<file path="src/rtl/pipe_ctrl_pkg.sv">
// Shared definitions for the pipeline hazard controller.
//   state_t        : 2-bit FSM encoding (IDLE/STALL/FLUSH)
//   DEF_REG_W      : default register-address width
//   DEF_NOP_ALUOP  : default aluop value driven into ID/EX during a bubble
//   PERF_W         : width of the performance counters
//   CNT_W          : width of the stall/flush down-counter
package pipe_ctrl_pkg;

    typedef enum logic [1:0] {
        ST_IDLE  = 2'b00,
        ST_STALL = 2'b01,
        ST_FLUSH = 2'b10
    } state_t;

    localparam int unsigned DEF_REG_W     = 6;
    localparam logic [2:0]  DEF_NOP_ALUOP = 3'b011;
    localparam int unsigned PERF_W        = 16;
    localparam int unsigned CNT_W         = 3;

endpackage

</file>
<file path="src/rtl/pipe_hazard_ctrl_sat_counter.sv">
// sat_counter: saturating up-counter for performance debug.
//   clk, rst_n : clock, asynchronous active-low reset (count -> 0)
//   inc        : add one this cycle (held at all-ones once reached)
//   clr        : synchronous clear, takes priority over inc
//   count      : current count
module sat_counter
    import pipe_ctrl_pkg::*;
#(
    parameter int unsigned W = PERF_W
) (
    input  logic         clk,
    input  logic         rst_n,
    input  logic         inc,
    input  logic         clr,
    output logic [W-1:0] count
);

    logic [W-1:0] count_q;
    logic [W-1:0] count_d;

    always_comb begin
        count_d = count_q;
        if (clr) begin
            count_d = '0;
        end else if (inc && (count_q != {W{1'b1}})) begin
            count_d = count_q + {{(W-1){1'b0}}, 1'b1};
        end
    end

    always_ff @(posedge clk or negedge rst_n) begin
        if (!rst_n) begin
            count_q <= '0;
        end else begin
            count_q <= count_d;
        end
    end

    assign count = count_q;

endmodule

</file>
<file path="src/rtl/pipe_hazard_ctrl.sv">
// pipe_hazard_ctrl: load-use hazard / taken-branch sequencer for the ID/EX buffer.
//   clk, rst_n           : clock, asynchronous active-low reset
//   id_rs, id_rt         : source register addresses of the instruction in ID
//   id_uses_rs/rt        : ID instruction actually reads rs / rt
//   ex_memrd, ex_rd      : instruction in EX is a load, and its destination
//   br_taken             : branch/jump resolved taken this cycle
//   perf_clr             : synchronous clear of both perf counters
//   pc_hold, ifid_hold   : freeze PC and IF/ID buffer
//   ifid_flush           : load NOP into IF/ID
//   idex_bubble          : zero ID/EX controls, aluop <- aluop_nop
//   aluop_nop            : constant NOP aluop for the bubble mux
//   busy                 : FSM is not IDLE
//   perf_stall/flush     : saturating counts of hold / flush cycles
// Outputs are Mealy: they react in the same cycle as hit/br_taken so the
// buffers see them at the following negedge.
module pipe_hazard_ctrl
    import pipe_ctrl_pkg::*;
#(
    parameter int unsigned REG_W        = DEF_REG_W,
    parameter int unsigned LOAD_STALL   = 1,
    parameter int unsigned FLUSH_CYCLES = 2,
    parameter logic [2:0]  NOP_ALUOP    = DEF_NOP_ALUOP
) (
    input  logic              clk,
    input  logic              rst_n,
    input  logic [REG_W-1:0]  id_rs,
    input  logic [REG_W-1:0]  id_rt,
    input  logic              id_uses_rs,
    input  logic              id_uses_rt,
    input  logic              ex_memrd,
    input  logic [REG_W-1:0]  ex_rd,
    input  logic              br_taken,
    input  logic              perf_clr,
    output logic              pc_hold,
    output logic              ifid_hold,
    output logic              ifid_flush,
    output logic              idex_bubble,
    output logic [2:0]        aluop_nop,
    output logic              busy,
    output logic [PERF_W-1:0] perf_stall,
    output logic [PERF_W-1:0] perf_flush
);

    localparam logic [CNT_W-1:0] STALL_RELOAD = CNT_W'(LOAD_STALL - 1);
    localparam logic [CNT_W-1:0] FLUSH_RELOAD = CNT_W'(FLUSH_CYCLES - 1);

    state_t           state_q, state_d;
    logic [CNT_W-1:0] cnt_q, cnt_d;
    logic             hit;
    logic             hold_c, flush_c, bubble_c;

    // No register is exempt: a load to r0 still counts as a hazard.
    assign hit = ex_memrd & ((id_uses_rs & (id_rs == ex_rd)) |
                             (id_uses_rt & (id_rt == ex_rd)));

    always_comb begin
        state_d  = state_q;
        cnt_d    = cnt_q;
        hold_c   = 1'b0;
        flush_c  = 1'b0;
        bubble_c = 1'b0;
        case (state_q)
            ST_IDLE: begin
                if (br_taken) begin
                    flush_c  = 1'b1;
                    bubble_c = 1'b1;
                    if (FLUSH_CYCLES > 1) begin
                        state_d = ST_FLUSH;
                        cnt_d   = FLUSH_RELOAD;
                    end
                end else if (hit) begin
                    hold_c   = 1'b1;
                    bubble_c = 1'b1;
                    if (LOAD_STALL > 1) begin
                        state_d = ST_STALL;
                        cnt_d   = STALL_RELOAD;
                    end
                end
            end
            ST_STALL: begin
                bubble_c = 1'b1;
                if (br_taken) begin
                    // A taken branch kills the stalled instruction anyway.
                    flush_c = 1'b1;
                    if (FLUSH_CYCLES > 1) begin
                        state_d = ST_FLUSH;
                        cnt_d   = FLUSH_RELOAD;
                    end else begin
                        state_d = ST_IDLE;
                        cnt_d   = '0;
                    end
                end else begin
                    hold_c = 1'b1;
                    cnt_d  = cnt_q - 1'b1;
                    if (cnt_q == 1) begin
                        state_d = ST_IDLE;
                    end
                end
            end
            ST_FLUSH: begin
                flush_c  = 1'b1;
                bubble_c = 1'b1;
                if (br_taken) begin
                    if (FLUSH_CYCLES > 1) begin
                        cnt_d = FLUSH_RELOAD;
                    end else begin
                        state_d = ST_IDLE;
                        cnt_d   = '0;
                    end
                end else begin
                    cnt_d = cnt_q - 1'b1;
                    if (cnt_q == 1) begin
                        state_d = ST_IDLE;
                    end
                end
            end
            default: begin
                state_d = ST_IDLE;
                cnt_d   = '0;
            end
        endcase
    end

    always_ff @(posedge clk or negedge rst_n) begin
        if (!rst_n) begin
            state_q <= ST_IDLE;
            cnt_q   <= '0;
        end else begin
            state_q <= state_d;
            cnt_q   <= cnt_d;
        end
    end

    // The state register already reads IDLE in reset, but a live hit or
    // br_taken would still drive IDLE outputs, so gate them with rst_n.
    assign pc_hold     = hold_c   & rst_n;
    assign ifid_hold   = hold_c   & rst_n;
    assign ifid_flush  = flush_c  & rst_n;
    assign idex_bubble = bubble_c & rst_n;
    assign busy        = (state_q != ST_IDLE) & rst_n;
    assign aluop_nop   = NOP_ALUOP;

    // Counter 0 tracks hold cycles, counter 1 tracks flush cycles.
    logic [1:0]        perf_inc;
    logic [PERF_W-1:0] perf_cnt [2];

    assign perf_inc = {ifid_flush, pc_hold};

    generate
        for (genvar gi = 0; gi < 2; gi++) begin : g_perf
            sat_counter #(.W(PERF_W)) u_cnt (
                .clk   (clk),
                .rst_n (rst_n),
                .inc   (perf_inc[gi]),
                .clr   (perf_clr),
                .count (perf_cnt[gi])
            );
        end
    endgenerate

    assign perf_stall = perf_cnt[0];
    assign perf_flush = perf_cnt[1];

endmodule
</file>
<file path="config.mk">
export PLATFORM = sky130hd
export DESIGN_NAME = pipe_hazard_ctrl
export DESIGN_NICKNAME = d
export VERILOG_FILES = /design/src/rtl/pipe_ctrl_pkg.sv /design/src/rtl/pipe_hazard_ctrl_sat_counter.sv /design/src/rtl/pipe_hazard_ctrl.sv
export SDC_FILE = /design/constraint.sdc
export NUM_CORES = 1
export LEC_CHECK = 0
export BUFFER_PORTS_ARGS = -buffer_cell sky130_fd_sc_hd__buf_2
export CAP_MARGIN = 20
export CORE_MARGIN = 2
export CORE_UTILIZATION = 25
export DETAILED_ROUTE_END_ITERATION = 8
export GPL_ROUTABILITY_DRIVEN = 0
export RECOVER_POWER = 50
export SYNTH_ARGS = -nofsm -noshare
export SYNTH_HDL_FRONTEND = slang
export SYNTH_SLANG_ARGS = --single-unit
</file>
<file path="constraint.sdc">
create_clock -name clk -period 1.91 [get_ports clk]
set_input_delay 0.191 -clock clk [delete_from_list [all_inputs] [get_ports clk]]
set_output_delay 0.191 -clock clk [all_outputs]
set_load 0.1 [all_outputs]
</file>
### Word-level counts from Yosys, hierarchy flattened

Index checks and enable logic that the tools add are counted.

* output and inout port bits: 40
* word-level logic and storage cells: 53
* register bits: 37
* input bits: 25

* reductions and logical operators: 9
* eq/ne operators: 9
* add/subtract/negate cells: 3
* bitwise logic cells: 8
* muxes and demuxes: 20

Operator list (number)
* $mux 16: 4
* $add 16x1->16 const B: 2
* $ne 16x16->1 const B: 2
* $eq 6x6->1: 2
* $mux 2: 4
* $and 1x1->1: 7
* $mux 3: 2
* $pmux 1 s2: 3
* $pmux 2 s3: 1
* $pmux 3 s2: 1
* $reduce_bool 2->1: 3
* $mux 1: 5
* $ne 2x2->1 const B: 2
* $reduce_or 2->1: 2
* $eq 3x1->1 const B: 1
* $sub 3x1->3 const B: 1
* $eq 2x1->1 const B: 1
* $eq 2x2->1 const B: 1
* $logic_and 1x1->1: 2
* $logic_not 2->1: 1
* $reduce_and 2->1: 1
* $or 1x1->1: 1

### Longest topological paths before layout

Gate-level depths: netlist (run 1).

* word-level depth: 11
* gate-level depth with buffers: 11

### Modules after synthesis

Synthesis (run 1) repeated with hierarchy kept, for this count alone.

* cell total of the unflattened synthesis: 272
* area, all modules: 2493.6 um^2

By module, submodules not included
* sat_counter: sequential area each 400.4 um^2, cells each 98, times used 2, area each 942.2 um^2
* pipe_hazard_ctrl: sequential area each 125.1 um^2, cells each 76, times used 1, area each 609.3 um^2

### Least setup slack after synthesis (run 1)

No wires, ideal clock.

* path type: input-to-output
* from: in ex_rd[3]
* to: out idex_bubble
* setup slack: -1172 ps
* stages on the path: 6
* path buffers: 0
* arrival time: 2891 ps
* path through: xnor2_1 -> nand4_1 -> o22ai_1 -> a21o_1 -> a21oi_1 -> nor3_1

* word-level cells in the longest chain between the ends: 8
* elaborated cells on any way between the ends: 10
* those cells by class: eq/ne (2); mux (3); bitwise (5)

RTL lines
* start: declaration: RTL line pipe_hazard_ctrl.sv:31 `input logic [REG_W-1:0] ex_rd,`
* $eq 6x6->1, on equally long branches: RTL line pipe_hazard_ctrl.sv:53, pipe_hazard_ctrl.sv:54
* $and 1x1->1, on equally long branches: RTL line pipe_hazard_ctrl.sv:53, pipe_hazard_ctrl.sv:54
* $or 1x1->1 *: RTL line pipe_hazard_ctrl.sv:53 `assign hit = ex_memrd & ((id_uses_rs & (id_rs == ex_rd)) |`
* $and 1x1->1 *: RTL line pipe_hazard_ctrl.sv:53
* $mux 1 *: RTL line pipe_hazard_ctrl.sv:71 `end else if (hit) begin`
* $mux 1 *: RTL line pipe_hazard_ctrl.sv:64 `if (br_taken) begin`
* $pmux 1 s2 *: RTL line pipe_hazard_ctrl.sv:62 `case (state_q)`
* $and 1x1->1 *: RTL line pipe_hazard_ctrl.sv:139 `assign idex_bubble = bubble_c & rst_n;`
* end: declaration: RTL line pipe_hazard_ctrl.sv:37 `output logic idex_bubble,`

Every way passes the cells marked *; elsewhere a longest branch is shown, timed or not.

### Final worst setup path (run 1)

* from: reg g_perf[0].u_cnt.count_q[12]
* to: reg g_perf[0].u_cnt.count_q[1]

* word-level cells in the longest chain between the ends: 3

RTL lines
* start: declaration: RTL line pipe_hazard_ctrl_sat_counter.sv:18 `logic [W-1:0] count_q;`
* start signal: assignment: RTL line pipe_hazard_ctrl_sat_counter.sv:34 `count_q <= count_d;`
* $ne 16x16->1: RTL line pipe_hazard_ctrl_sat_counter.sv:25 `end else if (inc && (count_q != {W{1'b1}})) begin`
* $logic_and 1x1->1: RTL line pipe_hazard_ctrl_sat_counter.sv:25
* $reduce_bool 2->1 (no source line)

Every way passes these cells.
A chain may end at the register's enable or synchronous reset.

==> results of run 1 <==
routing by layer:
metal	wire [um]	share of wire, %	up-vias
met2	3140	50	66
met5	0	0	-
met4	62	0.99	0
met1	2810	45	1079
met3	271	4.3	7
li1	-	-	1104
registers in the layout (all words and copies together), names as in the netlist:
name and flops:
cnt_q 3, g_perf.u_cnt.count 32, state_q 2
final timing paths:
kind	from	to	slack (ns)	cells after the start
setup / recovery	g_perf[0].u_cnt.count[12]	g_perf[0].u_cnt.count[1]	-0.03	7
hold / removal	rst_n	g_perf[0].u_cnt.count[9]	0.23	2
setup reg to reg	g_perf[0].u_cnt.count[12]	g_perf[0].u_cnt.count[1]	-0.03	7
hold reg to reg	cnt_q[1]	cnt_q[1]	0.55	2
max in group asynchronous	rst_n	g_perf[0].u_cnt.count[13]	1.11	2
min in group clk	br_taken	cnt_q[2]	0.28	3
area by class of cell:
cell class | count | area (um2) | area share [%]
Timing Repair Buffer | 108 | 792 | 21.8
Multi-Input combinational cell | 200 | 1540 | 42.3
Clock inverter | 3 | 46.3 | 1.27
Inverter | 9 | 33.8 | 0.930
Tap cell | 111 | 139 | 3.82
Sequential cell | 37 | 1020 | 28.0
Clock buffer | 5 | 68.8 | 1.89
logic make-up after synthesis:
| logic type | Yosys count | synth area share [%] |
|---|---|---|
| adders and majority gates | 8 | 4.33 |
| xor gates and xnor gates | 26 | 9.86 |
| muxes | 4 | 1.73 |
| other | 2 | 0.325 |
| buffers and inverters | 22 | 5.85 |
| DFF | 37 | 40.1 |
| AOI/OAI and AO/OA | 52 | 13.2 |
| and+or+nand+nor | 107 | 24.6 |
per-stage QoR:
step | std cells | setup TNS (ns)
floorplan | 259 | -2.38
global placement | 439 | 0
detailed placement | 439 | -0.111
CTS | 453 | -0.479
global route | 473 | -1.34
finish | 473 | -0.107
worst max-delay path: cells and delay by family (launching register included):
family,cells,cell delay (ns)
AOI/OAI and AO/OA,2,0.42
and+or+nand+nor,3,0.53
buffers and inverters,1,0.21
DFF,1,0.45
muxes,1,0.20
timing repair:
action	4_1_cts	5_1_grt
hold buffers	1	0
endpoints found under the hold margin	8	0
pin swaps	1	11
setup endpoints to repair	8	25
gates cloned	2	1
setup buffers	3	19
resized for setup	10	24
synth_stat cells, drive strengths merged (2+ instances only):
cell type / n
nand2: 19
nor2: 30
nand4: 9
a21o: 3
xnor2: 19
and4: 2
or3: 11
buf: 9
a21oi: 21
o22ai: 2
conb: 2
o21ai: 15
a31oi: 2
mux2i: 4
nor3b: 2
xor2: 7
nor3: 5
and2: 3
nor4: 2
nand3: 14
or4: 3
o31ai: 3
inv: 9
ha: 8
clkbuf: 4
nand2b: 2
and3: 2
dfrtp: 37
power by group:
part | internal, mW | switching (mW) | leakage [nW]
combinational | 0.403 | 0.581 | 1.02
clock | 0.391 | 0.323 | 0.0543
sequential | 0.829 | 0.0431 | 0.453
total | 1.62 | 0.946 | 1.53
==> run summary, run 1 <==
Yosys top cell by area: dfrtp_1
layer with the highest usage: met2
WL final: 6290 um
GRT overflow: 0
area grow syn2layout: 57.3%
# IOs: 65
Root Buffer: clkbuf_8
Reg clk slew, reported paths: 0.09 ns
die span in y: 100 um
Initial DRC Count: 50
via/cell ratio: 4.77
sequential-to-total area share from yosys stat: 40.1%
Clock Skew: 0.0108 ns
# port buffers: 61
P_leak: 1.53 nW
top_reg_cell synth: dfrtp_1
grt met3 use: 2.44%
Rows: 35
Max clock buf depth: 2
EDFF count, synth: 0
Max Cap Violations: 0
critical path data required time: 2.07 ns
die area: 10000 um2
final setup fails: 5
Fin Hold WS: 0.230 ns
DR pass1 iterations: 4
Critical Path Sink Type: flip-flop
vias in the first global route: 2052
Peak supply drop: 0.294 mV
critical path class: reg -> reg
first-pass GRT wire length: 9760 um
fill count: 901
Placed Area: 3130 um2
Worst path slowest cell: dfrtp_4
routing usage on met2: 21.4%
Synth Register Bits: 37
clk_lat worst skew: 0.29 ns
final core occ: 39.9%
ant diodes: 0
RSZ-0062 raised after global routing: true
Yosys warnings: 0
crit path max fanout: 8
Die Wd: 100 um
final instance area: 3630 um2
most frequent cells in the layout: buf_2, buf_4, nor2_1
core area: 9110 um2
Final WS setup: -0.0301 ns
vias post-DR: 2256
Design Power: 2.57 mW
Hold Crit Class: in -> async
worst path arrival time: 2.10 ns
DR WL/cell: 13.3 um
fin crit share: 102%
failing checks: setup timing
H-Tree Depth: 2
share of cells above drive strength 1: 52.5%
fin nets: 394
initial antenna violation count: 0
commonest non-fill, non-tap cell in the layout: buf_2
PwrDens: 707 nW/um2
final period demand of the worst path: 1.94 ns
Hold Fails Final Rpt: 0
clock buffers created by TritonCTS: 5
Detail Route Antenna Nets: 0
max-slew violation count: 0
largest net degree at the start of global routing: 33
largest cells by area after synthesis: dfrtp_1, xnor2_1, nor2_1, a21oi_1, ha_1
pre-CTS setup slack: -0.0540 ns
dpl hpwl: 4280 um
cell count after synthesis: 258
CP peak stage delay: 0.45 ns
Max-slew headroom: 49.3%
Syn Area/Cell: 8.95 um2
FFs w/ async S/R, synth: 100%
Slew @ Worst Pin: 0.760 ns
Critical Path Start Type: flip-flop
Yosys top cell area share: 40.1%
drc violations: 0
GRT Total Usage: 12.2%
effective utilization at floorplan: 25.4%
clk sink count: 37
maximum clock rate: 0.515 GHz
Mapped Area: 2310 um2
Cell Chain, Critical Path: nand3_4 -> nor4_4 -> a31oi_4 -> a21oi_4 -> clkbuf_16 -> mux2i_1 -> nor2_1
GRT met1 Usage: 15.5%
CTS tree: yes
Cell variety after synth: 45
outcome: finished, violations left
(Power assumes the default switching activity.)
==> run 2: changes to the inputs <==
--- a/config.mk
+++ b/config.mk
@@ -11,7 +11,9 @@
 export CORE_UTILIZATION = 25
 export DETAILED_ROUTE_END_ITERATION = 8
 export GPL_ROUTABILITY_DRIVEN = 0
+export GPL_TIMING_DRIVEN = 0
 export RECOVER_POWER = 50
 export SYNTH_ARGS = -nofsm -noshare
 export SYNTH_HDL_FRONTEND = slang
 export SYNTH_SLANG_ARGS = --single-unit
+export TNS_END_PERCENT = 30
==> run summary, run 2 (synthesis gave the netlist of run 1 again) <==
outcome: finished, violations left
failing checks: setup timing
dpl hpwl: 4220 um
GRT Total Usage: 13.1%
die area: 10000 um2
crit path max fanout: 8
fin crit share: 103%
ant diodes: 0
max FFs per register: 32
P_leak: 1.40 nW
effective utilization at floorplan: 25.4%
Hold Fails Final Rpt: 0
critical path data required time: 2.13 ns
first-pass GRT wire length: 10500 um
fin nets: 380
maximum clock rate: 0.506 GHz
via/cell ratio: 4.75
share of cells above drive strength 1: 46.0%
# port buffers: 61
Fin Setup TNS: -0.240 ns
Reg clk slew, reported paths: 0.08 ns
Design Power: 2.33 mW
vias in the first global route: 2153
Die Wd: 100 um
DR WL/cell: 13.9 um
Rows: 35
Critical Path Start Type: flip-flop
core area: 9110 um2
vias post-DR: 2181
H-Tree Depth: 2
fill count: 915
WL final: 6400 um
DR WL met3: 381 um
Root Buffer: clkbuf_8
Initial DRC Count: 101
Hold Crit Class: in -> reg
final period demand of the worst path: 1.98 ns
final setup fails: 8
Detail Route Antenna Nets: 0
max-slew violation count: 0
DR top layer: met4
critical path class: reg -> reg
met1 wire length: 2880 um
clock buffers created by TritonCTS: 5
commonest non-fill, non-tap cell in the layout: buf_2
Final WS setup: -0.0651 ns
most frequent cells in the layout: buf_2, nor2_1, buf_4
Max Cap Violations: 0
area grow syn2layout: 44.5%
drc violations: 0
PwrDens: 699 nW/um2
Max-slew headroom: 35.2%
Critical Path Sink Type: flip-flop
reg2reg setup slack: -0.07 ns
GRT overflow: 0
initial antenna violation count: 0
Slew @ Worst Pin: 0.971 ns
largest net degree at the start of global routing: 38
worst path arrival time: 2.19 ns
die span in y: 100 um
Peak supply drop: 0.328 mV
RSZ-0062 raised after global routing: true
clk sink count: 37
DR pass1 iterations: 6
CTS tree: yes
Clock Skew: 0.00817 ns
clk_lat worst skew: 0.29 ns
routed wl met2: 3090 um
# IOs: 65
Max clock buf depth: 2
## run 2: cell count changes in the layout (fill, tap and decap cells not counted), moves of 4 or more
cell	previous run	this run
o21ai_1	1	7
buf_12	6	1
clkbuf_1	0	5
o21ai_2	9	5
buf_4	39	24
clkbuf_2	1	5
## run 2: what timing repair did
action,in CTS,in global routing
hold buffers,2,0
pin swaps,16,6
setup endpoints to repair,33,29
resized for setup,20,12
gates cloned,1,1
buffers inserted,10,8
hold endpoints to repair,37,0
## run 2: area by class of cell
cell class | count | area [um2] | area share [%]
multi-input cells | 200 | 1460 | 43.6
plain buffers | 11 | 88.8 | 2.66
clock buffers | 8 | 90.1 | 2.70
well taps | 111 | 139 | 4.16
flip-flops and latches | 37 | 1020 | 30.5
inverters | 9 | 33.8 | 1.01
repair buffers | 83 | 513 | 15.4
## run 2: worst paths after layout
check,cells past startpoint,from,endpoint
hold reg to reg,2,cnt_q[1],cnt_q[1]
hold / removal,2,perf_clr,g_perf[0].u_cnt.count[2]
setup reg to reg,9,g_perf[0].u_cnt.count[3],g_perf[0].u_cnt.count[5]
setup / recovery,9,g_perf[0].u_cnt.count[3],g_perf[0].u_cnt.count[5]
min in group asynchronous,3,rst_n,cnt_q[2]
max in group asynchronous,3,rst_n,g_perf[0].u_cnt.count[0]
## run 2: critical path, cell delays in order (launching register included)
cell	delay [ns]
dfrtp_4	0.46
nand4_4	0.16
nor4_4	0.30
a31oi_4	0.15
a21oi_4	0.23
buf_6	0.18
buf_4	0.12
buf_6	0.10
o21ai_2	0.06
a21oi_1	0.14
## run 2: per-stage QoR
stage | util (%) | cell area (um2) | setup slack, ns | cells | hold slack, ns
after floorplan | - | 2520 | -0.322 | 259 | -0.105
after global placement | 32.6 | 2970 | -0.639 | 431 | 0.380
after detailed placement | 32.6 | 2970 | -0.659 | 431 | 0.391
after CTS | 35.7 | 3250 | -0.0699 | 452 | 0.109
after global routing | 36.6 | 3340 | -0.166 | 459 | 0.138
final | 36.6 | 3340 | -0.0651 | 459 | 0.108
## run 2: power by group
part / leakage [nW] / internal (mW) / switching (mW)
Clock: 0.0455 / 0.295 / 0.295
Sequential: 0.452 / 0.831 / 0.0449
Combinational: 0.902 / 0.308 / 0.559
Total: 1.40 / 1.43 / 0.899
## run 2: per-layer routing
| layer | global-route usage, % | up-vias |
|---|---|---|
| met5 | 0 | - |
| met4 | 3.69 | 0 |
| met3 | 3.13 | 5 |
| met2 | 21.8 | 59 |
| met1 | 16.9 | 1044 |
| li1 | - | 1073 |
